## src/rtl/dram_arbiter_if.sv

```systemverilog
// dram_arbiter_if -- one request/response channel of the DRAM arbiter.
//
// The same bundle serves both the requester side (m0, m1) and the DRAM
// controller side (d).  The requester/arbiter that issues the request
// uses the master modport; the side that completes it uses slave.
//
//   valid  master->slave  request pending, held until ready
//   addr   master->slave  byte address, stable while valid
//   wmask  master->slave  1 = write, 0 = read
//   wdata  master->slave  write line
//   ready  slave->master  one-cycle completion pulse
//   rdata  slave->master  read line
interface dram_arbiter_if;
    logic         valid;
    logic [31:0]  addr;
    logic         wmask;
    logic [127:0] wdata;
    logic         ready;
    logic [127:0] rdata;

    modport master (
        output valid, addr, wmask, wdata,
        input  ready, rdata
    );

    modport slave (
        input  valid, addr, wmask, wdata,
        output ready, rdata
    );
endinterface

```

## src/rtl/dram_arbiter.sv

```systemverilog
// dram_arbiter -- two-port arbiter in front of a single DRAM controller.
//
// Ports:
//   clk   rising-edge clock
//   rstn  synchronous, active-low reset
//   m0    requester port 0 (slave side); favoured by default
//   m1    requester port 1 (slave side); protected from starvation
//   d     DRAM controller request/response (master side)
//
// One transaction is in flight at a time: IDLE picks a winner and
// registers its request onto d, BUSY holds the request until d.ready,
// DONE pulses the winner's ready for one cycle.
module dram_arbiter #(
    parameter int unsigned STARVE_LIMIT = 4  // max consecutive port-0 grants while port 1 waits (1..15)
) (
    input  logic           clk,
    input  logic           rstn,
    dram_arbiter_if.slave  m0,
    dram_arbiter_if.slave  m1,
    dram_arbiter_if.master d
);

    localparam logic [3:0] LIMIT = 4'(STARVE_LIMIT);

    typedef enum logic [1:0] {
        IDLE,
        BUSY,
        DONE
    } state_t;

    state_t     state;
    state_t     state_next;
    logic       grant;       // 0 = port 0 owns the transaction, 1 = port 1
    logic [3:0] starve_cnt;  // consecutive port-0 grants with port 1 waiting
    logic       any_valid;
    logic       pick1;

    always_ff @(posedge clk) begin
        if (!rstn) begin
            state <= IDLE;
        end else begin
            state <= state_next;
        end
    end

    always_comb begin
        any_valid  = m0.valid | m1.valid;
        // Port 1 wins when alone, or when port 0 has used up its quota.
        pick1      = m1.valid & (~m0.valid | (starve_cnt == LIMIT));
        state_next = state;
        case (state)
            IDLE:    if (any_valid) state_next = BUSY;
            BUSY:    if (d.ready) state_next = DONE;
            DONE:    state_next = IDLE;
            default: state_next = IDLE;
        endcase
    end

    // Completion pulse is simply "in DONE" qualified by the owner, so the
    // two ready outputs can never be high together.
    assign m0.ready = (state == DONE) & ~grant;
    assign m1.ready = (state == DONE) &  grant;

    always_ff @(posedge clk) begin
        if (!rstn) begin
            grant      <= 1'b0;
            starve_cnt <= '0;
            d.valid    <= 1'b0;
            d.addr     <= '0;
            d.wmask    <= 1'b0;
            d.wdata    <= '0;
            m0.rdata   <= '0;
            m1.rdata   <= '0;
        end else begin
            case (state)
                IDLE: begin
                    if (any_valid) begin
                        grant   <= pick1;
                        d.valid <= 1'b1;
                        d.addr  <= pick1 ? m1.addr  : m0.addr;
                        d.wmask <= pick1 ? m1.wmask : m0.wmask;
                        d.wdata <= pick1 ? m1.wdata : m0.wdata;
                        // Only a port-0 win over a waiting port 1 counts; the
                        // limit check in pick1 keeps this from passing LIMIT.
                        if (pick1 || !m1.valid) begin
                            starve_cnt <= '0;
                        end else begin
                            starve_cnt <= starve_cnt + 4'd1;
                        end
                    end
                end
                BUSY: begin
                    // d.addr/wmask/wdata are left untouched for the whole
                    // transaction; the controller may sample them late.
                    if (d.ready) begin
                        d.valid <= 1'b0;
                        if (!d.wmask) begin
                            if (grant) begin
                                m1.rdata <= d.rdata;
                            end else begin
                                m0.rdata <= d.rdata;
                            end
                        end
                    end
                end
                default: ;
            endcase
        end
    end

endmodule

```

## src/flat_wrapper.sv

```systemverilog
// flat-port wrapper written by rule: the top's interface ports become plain ports
module dram_arbiter_flat 
#(
    parameter int unsigned STARVE_LIMIT = 4                                                             
)
  (clk, rstn, m0_valid, m0_addr, m0_wmask, m0_wdata, m0_ready, m0_rdata, m1_valid, m1_addr, m1_wmask, m1_wdata, m1_ready, m1_rdata, d_valid, d_addr, d_wmask, d_wdata, d_ready, d_rdata);
  dram_arbiter_if m0_i ();
  dram_arbiter_if m1_i ();
  dram_arbiter_if d_i ();
  input  logic clk;
  input  logic rstn;
  input wire logic [$bits(m0_i.valid)-1:0] m0_valid;
  input wire logic [$bits(m0_i.addr)-1:0] m0_addr;
  input wire logic [$bits(m0_i.wmask)-1:0] m0_wmask;
  input wire logic [$bits(m0_i.wdata)-1:0] m0_wdata;
  output wire logic [$bits(m0_i.ready)-1:0] m0_ready;
  output wire logic [$bits(m0_i.rdata)-1:0] m0_rdata;
  input wire logic [$bits(m1_i.valid)-1:0] m1_valid;
  input wire logic [$bits(m1_i.addr)-1:0] m1_addr;
  input wire logic [$bits(m1_i.wmask)-1:0] m1_wmask;
  input wire logic [$bits(m1_i.wdata)-1:0] m1_wdata;
  output wire logic [$bits(m1_i.ready)-1:0] m1_ready;
  output wire logic [$bits(m1_i.rdata)-1:0] m1_rdata;
  output wire logic [$bits(d_i.valid)-1:0] d_valid;
  output wire logic [$bits(d_i.addr)-1:0] d_addr;
  output wire logic [$bits(d_i.wmask)-1:0] d_wmask;
  output wire logic [$bits(d_i.wdata)-1:0] d_wdata;
  input wire logic [$bits(d_i.ready)-1:0] d_ready;
  input wire logic [$bits(d_i.rdata)-1:0] d_rdata;
  assign m0_i.valid = m0_valid;
  assign m0_i.addr = m0_addr;
  assign m0_i.wmask = m0_wmask;
  assign m0_i.wdata = m0_wdata;
  assign m0_ready = m0_i.ready;
  assign m0_rdata = m0_i.rdata;
  assign m1_i.valid = m1_valid;
  assign m1_i.addr = m1_addr;
  assign m1_i.wmask = m1_wmask;
  assign m1_i.wdata = m1_wdata;
  assign m1_ready = m1_i.ready;
  assign m1_rdata = m1_i.rdata;
  assign d_valid = d_i.valid;
  assign d_addr = d_i.addr;
  assign d_wmask = d_i.wmask;
  assign d_wdata = d_i.wdata;
  assign d_i.ready = d_ready;
  assign d_i.rdata = d_rdata;
  dram_arbiter #(.STARVE_LIMIT(STARVE_LIMIT)) u_core (.clk(clk), .rstn(rstn), .m0(m0_i), .m1(m1_i), .d(d_i));
endmodule
```

## config.mk

```make
export PLATFORM = sky130hd
export DESIGN_NAME = dram_arbiter_flat
export DESIGN_NICKNAME = d
export VERILOG_FILES = /design/src/rtl/dram_arbiter_if.sv /design/src/rtl/dram_arbiter.sv /design/src/flat_wrapper.sv
export SDC_FILE = /design/constraint.sdc
export NUM_CORES = 1
export LEC_CHECK = 0
export BUFFER_PORTS_ARGS = -buffer_cell sky130_fd_sc_hd__buf_4
export CAP_MARGIN = 0
export CORE_AREA = 2 2 339 341
export DETAILED_ROUTE_END_ITERATION = 10
export DIE_AREA = 0 0 341 343
export GPL_ROUTABILITY_DRIVEN = 0
export PLACE_DENSITY = 0.43
export SYNTH_ARGS = -nofsm -noshare
export SYNTH_HDL_FRONTEND = slang
export SYNTH_SLANG_ARGS = --single-unit
```

## constraint.sdc

```tcl
create_clock -name clk -period 2.8 [get_ports clk]
set_input_delay 0.56 -clock clk [delete_from_list [all_inputs] [get_ports clk]]
set_output_delay 0.56 -clock clk [all_outputs]
set_load 0.005 [all_outputs]
```

### Word level (Yosys, flattened, before mapping)

Index checks and enable logic that the tools add are counted.

* register bits after elaboration: 425
* output and inout port bits: 420

* $add $sub $neg: 1
* equality and inequality tests: 5
* multiplexer cells: 10
* bitwise logic cells: 8
* reductions and logical operators: 9

Operators by type and width (count)
* $mux W128: 1
* $mux W32: 1
* $reduce_and A4 Y1: 2
* $add A4 B1 Y4 const B: 1
* $eq A4 B3 Y1 const B: 1
* $mux W2: 2
* $mux W4: 1
* $pmux W2 S2: 1
* $reduce_and A2 Y1: 2
* $and A1 B1 Y1: 3
* $mux W1: 3
* $not A1 Y1: 3
* $reduce_and A3 Y1: 1
* $eq A2 B1 Y1 const B: 1
* $eq A2 B2 Y1 const B: 1
* $logic_not A2 Y1: 1
* $ne A2 B1 Y1 const B: 1
* $ne A2 B2 Y1 const B: 1
* $or A1 B1 Y1: 2
* $pmux W1 S2: 1
* $reduce_bool A2 Y1: 1
* $logic_not A1 Y1: 1
* $logic_or A1 B1 Y1: 1

### Logic depth before layout (Yosys ltp)

Gate-level depths: netlist of the first run.

* depth after elaboration: 5
* gate-level depth with buffers: 9
* gate-level depth less buffers: 6

### Worst setup path before layout of the first run

OpenSTA, ideal clock, no wires.

* path kind: input port to flip-flop
* from: input d_ready
* to: register u_core.m1.rdata[63]
* arrival: 1728 ps
* data required time: 2672 ps
* slack: 945 ps
* stages: 8
* buffers on the path: 4
* path through: nand3b_1 > or3b_4 > buf_6 > buf_6 > buf_6 > buf_6 > nand3_1 > o21ai_1

* cells in the longest elaborated chain, start to end: 1

Ends and longest elaborated chain
* from (decl): RTL line flat_wrapper.sv:28 `input wire logic [$bits(d_i.ready)-1:0] d_ready;`
* $reduce_and A4 Y1 (no line)
* to (decl): RTL line dram_arbiter_if.sv:28 `output ready, rdata`

Every way passes these cells.
A chain may end at the register's enable or synchronous reset.

### Worst setup path after layout of the first run

* from: register u_core.starve_cnt[0]
* to: register u_core.d.wdata[108]

* cells in the longest elaborated chain, start to end: 4

Ends and longest elaborated chain
* from (decl): RTL line dram_arbiter.sv:34 `logic [3:0] starve_cnt;`
* from (signal assigned): RTL line dram_arbiter.sv:88 `starve_cnt <= starve_cnt + 4'd1;`
* $eq A4 B3 Y1: RTL line dram_arbiter.sv:49 `pick1 = m1.valid & (~m0.valid | (starve_cnt == LIMIT));`
* $or A1 B1 Y1: RTL line dram_arbiter.sv:49
* $and A1 B1 Y1: RTL line dram_arbiter.sv:49
* $mux W128: RTL line dram_arbiter.sv:82 `d.wdata <= pick1 ? m1.wdata : m0.wdata;`
* to (decl): RTL line dram_arbiter_if.sv:22 `output valid, addr, wmask, wdata,`

Every way passes these cells.

==> results of run 1 <==
## power breakdown
group	total (W)	internal, W	switching (W)	leakage [nW]
registers	0.00665	0.00642	0.000223	3.47
clock network	0.00719	0.00429	0.00291	0.903
logic	0.00254	0.00124	0.00130	7.00
## cells in the final DEF (no fill, tap or decap)
master / synthesis / final
buf_4: 0 / 934
dfxtp_1: 425 / 425
o21ai_0: 370 / 370
a21oi_1: 326 / 326
nand2_1: 294 / 294
nand3_1: 259 / 259
clkbuf_16: 0 / 53
o21ai_1: 50 / 48
clkbuf_8: 0 / 20
buf_12: 0 / 19
diode_2: 0 / 13
clkbuf_1: 103 / 8
clkinv_2: 0 / 7
nor2_1: 5 / 5
inv_1: 4 / 4
bufinv_16: 0 / 3
nand3b_1: 2 / 2
a22oi_1: 2 / 2
and3b_1: 2 / 2
o21ai_4: 0 / 2
o21a_4: 0 / 2
ha_1: 2 / 2
clkinvlp_4: 0 / 2
clkinv_4: 0 / 2
or3b_2: 1 / 1
nand4b_1: 1 / 1
a31oi_1: 1 / 1
nor3_1: 1 / 1
nor4_1: 1 / 1
nor3b_1: 1 / 1
or3b_4: 1 / 1
or3_4: 0 / 1
clkinv_8: 0 / 1
clkinv_16: 0 / 1
buf_8: 0 / 1
## cell type report
class                           count  share of cell area
Timing Repair Buffer              954               0.285
Antenna cell                       13             0.00125
Sequential cell                   425               0.327
Inverter                            4            0.000577
Tap cell                         1512              0.0727
Clock inverter                     16             0.00783
Clock buffer                       81              0.0627
Multi-Input combinational cell   1322               0.244
## critical path, delay by kind of cell (launching register included)
family | cells | cell delay (ps)
compound gates | 3 | 1070
fa+ha+maj | 1 | 180
buf+inv | 1 | 60
flops | 1 | 390
simple gates | 1 | 240
## worst min-delay path by stage
stage	cells after the start	to	from
6_report	3	u_core.d.wdata[4]	m0_wdata[4]
5_1_grt	3	u_core.m1.rdata[43]	d_rdata[43]
4_1_cts	3	u_core.m1.rdata[55]	d_rdata[55]
3_5_place_dp	2	u_core.m1.rdata[62]	u_core.m1.rdata[62]
3_3_place_gp	2	u_core.m1.rdata[64]	u_core.m1.rdata[64]
2_1_floorplan	2	u_core.d.valid	u_core.d.valid
## routing by layer
| metal | vias up | part of all wire |
|---|---|---|
| li1 | 8398 | - |
| met1 | 7847 | 0.41 |
| met2 | 655 | 0.48 |
| met3 | 93 | 0.087 |
| met4 | 6 | 0.019 |
| met5 | - | 0.00050 |
## cell families after synthesis
kind of cell,after synthesis,synth area share
AOI/OAI and AO/OA,751,0.241
adders and majority gates,2,0.00160
buffers and inverters,192,0.0530
DFF,425,0.544
and+or+nand+nor,569,0.160
## state kept, by name, summed over array words and instances, names as in the netlist
name and count:
u_core.d.addr 32, u_core.d.valid 1, u_core.d.wdata 128, u_core.d.wmask 1, u_core.grant 1, u_core.m0.rdata 128, u_core.m1.rdata 128, u_core.starve_cnt 4
u_core.state 2
## through the flow
stage | util | area [sq um] | instances
global placement | 0.213 | 24200 | 4217
global route | 0.230 | 26000 | 4326
finish | 0.230 | 26000 | 4327
floorplan | - | 15600 | 1939
CTS | 0.229 | 26000 | 4314
detailed placement | 0.213 | 24200 | 4217
==> run metrics, run 1 <==
Finish-stage setup viols=0; Max-Cap Viols=0; area leader, netlist=dfxtp_1; vias in the first global route=around 17000; met1 Use GR=0.166; critical path data arrival time=2640 ps; Post-CTS Resized=0; Layout area overhead=66.5%; synthesized flop and latch total=about 430; Gate Count Post-Synth=1939; outcome=completed; register area=between 8000 and 9000 sq um; CP max-delay cell=a21oi_1; Worst Skew=around 18 ps; Cell Rows=between 100 and 150; ys flop type=dfxtp_1; routing usage on met3=0.0487; grt peak-use layer=met2; final slew viol count=0; period utilization=0.771; YS warnings=0; CORE AREA=roughly 110000 sq um; pwr dens=~630 nW/um^2; worst reg2reg setup slack=about 640 ps; Die Width=around 340 um; Setup Fix Bufs, Post-CTS=0; CP Capture Type=flip-flop; Post-synth ARST share=0; most frequent cell after synthesis=dfxtp_1; Routed wire per std cell=roughly 20 um; # DRC=0; final hold slack=roughly 180 ps; Die ar.=between 100000 and 150000 sq um; DRC marker count from the first detailed-route iteration=between 700 and 800; WP data required=around 3300 ps; initial cell density of the core=0.138; drt first pass iters=5; CP cell instances=inv_1, ha_1, and3b_1, o21a_4, a21oi_1, a21oi_1; critical path startpoint=u_core.starve_cnt[0]; Clock Sinks=425; R2R Path Start=u_core.starve_cnt[0]; final setup margin=between 600 and 700 ps; FF-to-FF path depth=6; maximum clock frequency=464 MHz; port bufs=between 800 and 900; Cell variety after synth=25; clock slew at reported path FFs=60 ps; top cells by area, synth=dfxtp_1, o21ai_0, a21oi_1; Setup TNS=0 ps; Post-DP HPWL=a little under 70000 um; leakage=between 10 and 15 nW; Max-slew headroom=0.504; Worst R2R End=u_core.d.wdata[108]; Clock Path Buffers=3; RSZ-0062 raised after global routing=false; Commonest cells post-synth=dfxtp_1, o21ai_0, a21oi_1, nand2_1, nand3_1; syn avg cell area=8.06 sq um; largest net degree at the start of global routing=93; CP Class=reg2reg; first-pass GRT wire length=between 100000 and 150000 um; Final min period=about 2200 ps; met2 Resource Use GR=0.229; TritonCTS clock tree=yes; Synth Net Count=2396; CTS Buf Count=53; clock latency on the worst-skew pair=630 ps; worst-margin pin slew=roughly 740 ps; Routed Antenna Nets=0; Worst Hold Class=in2reg; hold_buf cts=0; I/O pins=~880; final global-route overflow total=0; Die Y-Extent=around 340 um; Crit Path Max Fanout=53; H-tree levels=2; worst vdd ir=just over 0.4 mV; post-synthesis sequential area ratio=0.544; total routed wirelength=approximately 86000 um; most used cell along the critical path=a21oi_1; CTS root buf=clkbuf_16; DR vias=~17000; number of fill cells in the layout=approximately 13000; initial antenna violation count=23; Total GRT Usage=0.138; ratio of cells with drive above 1 in the final layout=0.375; Hold Vio Cnt, Final=0; EDFF count, synth=0; CP endpoint=u_core.d.wdata[108]; vias per cell=~4; multi-input logic area=around 6300 sq um; Nets=approximately 3200; post-synth top area share=0.544; mapped cell area=15600 sq um; Place WS=between 600 and 700 ps; Power Total=between 0.015 and 0.02 W; max incr delay on CP=between 500 and 600 ps; Worst Setup Start Kind=flip-flop
No activity file was read; power rests on OpenSTA's default activity.
==> run 2, diff against run 1 <==
--- a/config.mk
+++ b/config.mk
@@ -5,13 +5,14 @@
 export SDC_FILE = /design/constraint.sdc
 export NUM_CORES = 1
 export LEC_CHECK = 0
+export ABC_AREA = 1
 export BUFFER_PORTS_ARGS = -buffer_cell sky130_fd_sc_hd__buf_4
 export CAP_MARGIN = 0
-export CORE_AREA = 2 2 339 341
+export CORE_AREA = 2 2 338 340
 export DETAILED_ROUTE_END_ITERATION = 10
-export DIE_AREA = 0 0 341 343
+export DIE_AREA = 0 0 340 342
 export GPL_ROUTABILITY_DRIVEN = 0
-export PLACE_DENSITY = 0.43
+export PLACE_DENSITY = 0.45
 export SYNTH_ARGS = -nofsm -noshare
 export SYNTH_HDL_FRONTEND = slang
 export SYNTH_SLANG_ARGS = --single-unit
==> constraint.sdc (replaced) <==
create_clock -name clk -period 2.02 [get_ports clk]
set_input_delay 0.404 -clock clk [delete_from_list [all_inputs] [get_ports clk]]
set_output_delay 0.404 -clock clk [all_outputs]
set_load 0.005 [all_outputs]
==> run metrics, run 2 <==
DP Area=26400 sq um (+9.4%); outcome=completed; Die ar.=116000 sq um (-0.58%); EDFF count, synth=0 (unchanged); Worst Hold Class=in2reg; mapped cell area=17800 sq um (+14%); vias per cell=3.98 (+1.4%); Die Width=340 um (-0.29%); Psw=0.00688 W (+55%); drt first pass iters=5 (unchanged); first-pass GRT wire length=130000 um (+8.5%); Inst Count DP=4841 (+15%); Regs by FF count=u_core.d.wdata: 128 flops, u_core.m0.rdata: 128 flops, u_core.m1.rdata: 128 flops; Nets=3975 (+24%); DRC marker count from the first detailed-route iteration=993 (+31%); area leader, netlist=dfxtp_1; design area=29700 sq um (+14%); Setup TNS=0 ps (unchanged); Finish-stage setup viols=0 (unchanged); Routed Antenna Nets=0 (unchanged); H-tree levels=2 (unchanged); Internal Pwr Total=0.0174 W (+45%); post-synthesis sequential area ratio=0.479 (-0.0649); # DRC=0 (unchanged); pwr dens=817 nW/um^2 (+30%); initial cell density of the core=0.157 (+0.0191); critical path data arrival time=1430 ps (-1210 ps); Setup Fix Bufs, Post-CTS=0 (unchanged); DR vias=20200 (+19%); most frequent cell after synthesis=nor2_1; clock slew at reported path FFs=60 ps (about the same); Final min period=between 1500 and 2000 ps; most common cell after layout, fill and taps aside=buf_4; clock latency on the worst-skew pair=630 ps (about the same); port bufs=874 (unchanged); WP data required=1620 ps (-1660 ps); Max-slew headroom=0.705 (+0.201); Sequential Power Share=0.383 (-0.023); most frequent cells in the layout=buf_4, nor2_1, nand2_1; leakage=14.1 nW (+24%); Synth Net Count=3031 (+27%); ratio of cells with drive above 1 in the final layout=0.297 (-0.0775); Worst Skew=11.0 ps (-7.38 ps); Place WS=66.6 ps (-549 ps); final slew viol count=0 (unchanged); Post-synth ARST share=0 (unchanged); Commonest cells post-synth=nor2_1, nand2_1, nand3_1, dfxtp_1, inv_1; Hold Vio Cnt, Final=0 (unchanged); CORE AREA=113000 sq um (-0.27%); Worst Setup Start Kind=flip-flop; switching share of power=0.284 (+0.0133); RSZ-0062 raised after global routing=false; Cell variety after synth=22 (-12%); vias in the first global route=19500 (+18%); syn avg cell area=6.90 sq um (-14%); I/O pins=875 (unchanged); Routed wire per std cell=17.9 um (-10%); total routed wirelength=90800 um (+5.4%); Post-DP HPWL=68500 um (+0.66%); post-synth top area share=0.479 (-0.0649); Clock Sinks=425 (unchanged); CP Class=reg2out; Final Core Density=0.262 (+0.0327); worst-margin pin slew=441 ps (-304 ps); final setup margin=186 ps (-457 ps); CP Capture Type=output port; CTS Buf Count=54 (+1.9%); YS warnings=0 (unchanged); Max-Cap Viols=0 (unchanged); Die Y-Extent=342 um (-0.29%); fin cells=5081 (+17%); Layout area overhead=67.1%; CTS root buf=clkbuf_16; worst vdd ir=0.579 mV (+43%); Clock power frac=0.423 (-0.016); ys flop type=dfxtp_1; Total GRT Usage=0.148 (+0.00969); final global-route overflow total=0 (unchanged); Clock Path Buffers=3 (unchanged); period utilization=0.908; largest net degree at the start of global routing=75 (-19%); top cells by area, synth=dfxtp_1, nand3_1, nor2_1; TritonCTS clock tree=yes; maximum clock frequency=around 550 MHz; initial antenna violation count=16 (-30%); Gate Count Post-Synth=2574 (+33%); synthesized flop and latch total=425 (unchanged); Cell Rows=124 (unchanged); Crit Path Max Fanout=5 (-91%); part of the power in combinational logic=0.195 (+0.040)
==> run 2: critical path, stage by stage (launching register included) <==
cell and delay [ps]:
dfxtp_4 380, nor3_1 240, buf_4 170
==> run 2: final timing paths <==
| kind | cells past startpoint | from | to | slack [ps] |
|---|---|---|---|---|
| setup / recovery | 2 | u_core.grant | m0_ready | 190 |
| hold / removal | 5 | m0_wdata[73] | u_core.d.wdata[73] | 60 |
| setup reg to reg | 10 | u_core.starve_cnt[1] | u_core.d.wdata[79] | 220 |
| hold reg to reg | 2 | u_core.m0.rdata[99] | u_core.m0.rdata[99] | 460 |
==> run 2: timing repair <==
action | CTS | global route
hold buffers | 133 | 0
hold endpoints to repair | 195 | 0
gates resized for setup | 3 | 1
setup endpoints to repair | 2 | 1
==> run 2: cells by family (layout without fill, tap and decap cells) <==
family          after synthesis  in the layout  share of synthesized area
compound gates              264            264                     0.0746
xor+xnor                      2              2                   0.000987
flops                       425            425                      0.479
fa+ha+maj                     2              2                    0.00141
buf+inv                     378           1363                     0.0932
other cells                   0             10                          0
simple gates               1503           1503                      0.351
==> run 2: area by class of cell <==
class / instances / area, sq um
tap: 1512 / 1890
antenna: 10 / 25.0
fill: 12600 / 83400
clock buffer: 80 / 1600
sequential: 425 / 8510
clock inverter: 17 / 264
inverter: 175 / 679
multi-input combinational: 1771 / 7650
timing repair buffer: 1091 / 9030
==> run 2: power groups by stage <==
stage / combinational, W / clock [W] / sequential, W
global route: 0.00521 / 0.0109 / 0.00934
finish: 0.00472 / 0.0102 / 0.00928
global placement: 0.00453 / 0 / 0.00944
detailed placement: 0.00455 / 0 / 0.00945
floorplan: 0.00194 / 0 / 0.00944
CTS: 0.00479 / 0.0107 / 0.00928
==> run 2: routing by layer <==
metal,global-route usage,part of all wire
met3,0.0440,0.077
met1,0.181,0.42
met5,0,0.00014
met2,0.243,0.47
met4,0.0576,0.037
==> run 2: stage by stage <==
stage	power (W)	hold WS, ps
2_1_floorplan	0.0114	456
3_3_place_gp	0.0140	447
3_5_place_dp	0.0140	450
4_1_cts	0.0247	0.262
5_1_grt	0.0255	22.6
6_report	0.0242	58.5
==> run 3, diff against run 2 <==
--- a/config.mk
+++ b/config.mk
@@ -8,11 +8,13 @@
 export ABC_AREA = 1
 export BUFFER_PORTS_ARGS = -buffer_cell sky130_fd_sc_hd__buf_4
 export CAP_MARGIN = 0
-export CORE_AREA = 2 2 338 340
+export CELL_PAD_IN_SITES_DETAIL_PLACEMENT = 1
+export CELL_PAD_IN_SITES_GLOBAL_PLACEMENT = 1
+export CORE_AREA = 2 2 345 347
 export DETAILED_ROUTE_END_ITERATION = 10
-export DIE_AREA = 0 0 340 342
+export DIE_AREA = 0 0 347 349
 export GPL_ROUTABILITY_DRIVEN = 0
-export PLACE_DENSITY = 0.45
+export PLACE_DENSITY = 0.55
 export SYNTH_ARGS = -nofsm -noshare
 export SYNTH_HDL_FRONTEND = slang
 export SYNTH_SLANG_ARGS = --single-unit
==> run metrics, run 3 (same netlist as run 2, synthesis figures left out) <==
Max-Cap Viols=0 (unchanged); DRC marker count from the first detailed-route iteration=901 (-9.3%); Max-slew headroom=0.620 (-0.0849); Clock power frac=0.424 (about the same); Worst Skew=30.0 ps (+19.0 ps); Setup TNS=0 ps (unchanged); clock latency on the worst-skew pair=640 ps (about the same); Finish-stage setup viols=0 (unchanged); Internal Pwr Total=0.0176 W (+1.1%); Sequential Power Share=0.376 (-0.007); CP Capture Type=flip-flop; switching share of power=0.288 (+0.00419); maximum clock frequency=528 MHz (-3.1%); Cell Rows=126 (+1.6%); initial cell density of the core=0.151 (-0.00581); outcome=completed; WP data required=2610 ps (+990 ps); Layout area overhead=70.0%; total routed wirelength=98200 um (+8.1%); Hold Vio Cnt, Final=0 (unchanged); initial antenna violation count=18 (+2); worst reg2reg setup slack=130 ps (-90 ps); Regs by FF count=u_core.d.wdata: 128 flops, u_core.m0.rdata: 128 flops, u_core.m1.rdata: 128 flops; Routed Antenna Nets=0 (unchanged); max incr delay on CP=320 ps (-60 ps); Worst Hold Depth=3 (-2); first-pass GRT wire length=142000 um (+9.3%); most frequent cells in the layout=buf_4, nor2_1, nand2_1; hold path start=d_rdata[89]; CORE AREA=117000 sq um (+3.8%); Nets=4024 (+1.2%); drt first pass iters=5 (unchanged); vias in the first global route=21500 (+10%); # DRC=0 (unchanged); Crit Path Max Fanout=44 (+39); ratio of cells with drive above 1 in the final layout=0.304 (+0.00688); critical path data arrival time=2490 ps (+1060 ps); part of the power in combinational logic=0.200 (+0.005); Worst Hold Class=in2reg; Psw=0.00710 W (+3.2%); number of fill cells in the layout=14300 (+13%); leakage=14.4 nW (+1.8%); Die Y-Extent=349 um (+2.0%); CP max-delay cell=dfxtp_1; CTS root buf=clkbuf_16; worst-margin pin slew=570 ps (+129 ps); TritonCTS clock tree=yes; FF-to-FF path depth=10 (unchanged); I/O pins=875 (unchanged); Die Width=347 um (+2.1%); Clock Sinks=425 (unchanged); most common cell after layout, fill and taps aside=buf_4; Final min period=1890 ps (+59.3 ps); H-tree levels=2 (unchanged); most used cell along the critical path=nand3_1; final global-route overflow total=0 (unchanged); CP cell instances=inv_1, ha_1, nand3_1, nand2_8, buf_16, buf_16, nand3_1, nand3_1, nand2_1, inv_1; vias per cell=4.03 (+1.2%); pwr dens=817 nW/um^2 (about the same); Post-DP HPWL=74600 um (+8.9%); register area=8510 sq um (unchanged); R2R Path Start=u_core.starve_cnt[0]; DR vias=20800 (+2.7%); Setup Fix Bufs, Post-CTS=0 (unchanged); multi-input logic area=7660 sq um (about the same); RSZ-0062 raised after global routing=false; final slew viol count=0 (unchanged); largest net degree at the start of global routing=96 (+28%); end of the worst hold path=u_core.m1.rdata[89]; Worst Setup Start Kind=flip-flop; Clock Path Buffers=3 (unchanged); Worst R2R End=u_core.d.wdata[46]; worst vdd ir=0.587 mV (+1.2%); Final Core Density=0.257 (-0.00530); clock slew at reported path FFs=60 ps (about the same); Total GRT Usage=0.156 (+0.00798); Die ar.=121000 sq um (+4.1%); CTS Buf Count=55 (+1.9%); CP Class=reg2reg; period utilization=0.937 (+0.0293); port bufs=874 (unchanged); Routed wire per std cell=19.0 um (+6.5%)
==> run 3: cell count changes in the layout (fill, tap and decap cells not counted) <==
cell,previous run,this run
buf_16,0,2
buf_4,916,949
clkbuf_1,11,9
clkbuf_8,15,14
diode_2,10,11
clkbuf_16,54,56
nand3_1,453,452
inv_6,1,2
inv_4,1,0
clkinv_2,6,11
nand3_2,0,1
buf_6,2,1
dlygate4sd3_1,133,147
clkinv_4,2,1
==> run 3: power by group through the flow <==
stage	sequential, W	clock (W)	combinational, W
after floorplan	0.00944	0	0.00194
after global placement	0.00943	0	0.00475
after detailed placement	0.00944	0	0.00478
after CTS	0.00927	0.0109	0.00505
after global routing	0.00933	0.0112	0.00548
final	0.00926	0.0105	0.00494
==> run 3: through the flow <==
| stage | setup slack [ps] | cell area, sq um | hold slack, ps | std cells | total power [W] |
|---|---|---|---|---|---|
| after floorplan | 525 | 17800 | 456 | 2574 | 0.0114 |
| after global placement | 46.5 | 26700 | 449 | 4899 | 0.0142 |
| after detailed placement | 45.7 | 26700 | 451 | 4899 | 0.0142 |
| after CTS | 5.41 | 30100 | 0.144 | 5146 | 0.0252 |
| after global routing | 11.1 | 30200 | 18.6 | 5154 | 0.0260 |
| final | 126 | 30200 | 53.2 | 5157 | 0.0247 |
==> run 3: timing repair <==
item,in CTS,in global routing
gates cloned,0,0
hold buffers,147,0
endpoints found under the setup margin,2,3
resized for setup,2,4
hold endpoints to repair,193,0
==> run 3: final cells by class <==
type	instances	area share
diodes	11	0.000912
flip-flops and latches	425	0.282
clock inverters	21	0.00929
inverters	175	0.0226
repair buffers	1139	0.314
multi-input cells	1771	0.254
well taps	1536	0.0637
clock buffers	79	0.0539
==> run 3: how the worst max path moves through the flow <==
stage	start	endpoint	slack [ps]
final	u_core.starve_cnt[0]	u_core.d.wdata[46]	130
after global routing	u_core.starve_cnt[0]	u_core.d.wdata[46]	10
after CTS	u_core.grant	m1_ready	5
after detailed placement	u_core.starve_cnt[0]	u_core.d.wdata[30]	50
after global placement	u_core.starve_cnt[0]	u_core.d.wdata[30]	50
after floorplan	u_core.starve_cnt[0]	u_core.d.wdata[38]	530
==> run 3: worst max-delay path, delay by kind of cell, from the launching register on <==
| kind | cells | cell delay, ps |
|---|---|---|
| adders and majority gates | 1 | 150 |
| DFF | 1 | 320 |
| and+or+nand+nor | 5 | 690 |
| buffers and inverters | 4 | 650 |
==> run 3: layer usage <==
metal,vias up,wire length [um],track usage
met4,10,2830,0.0524
met2,603,47800,0.267
met5,-,70,0
li1,10200,-,-
met3,127,7360,0.0513
met1,9862,40100,0.182
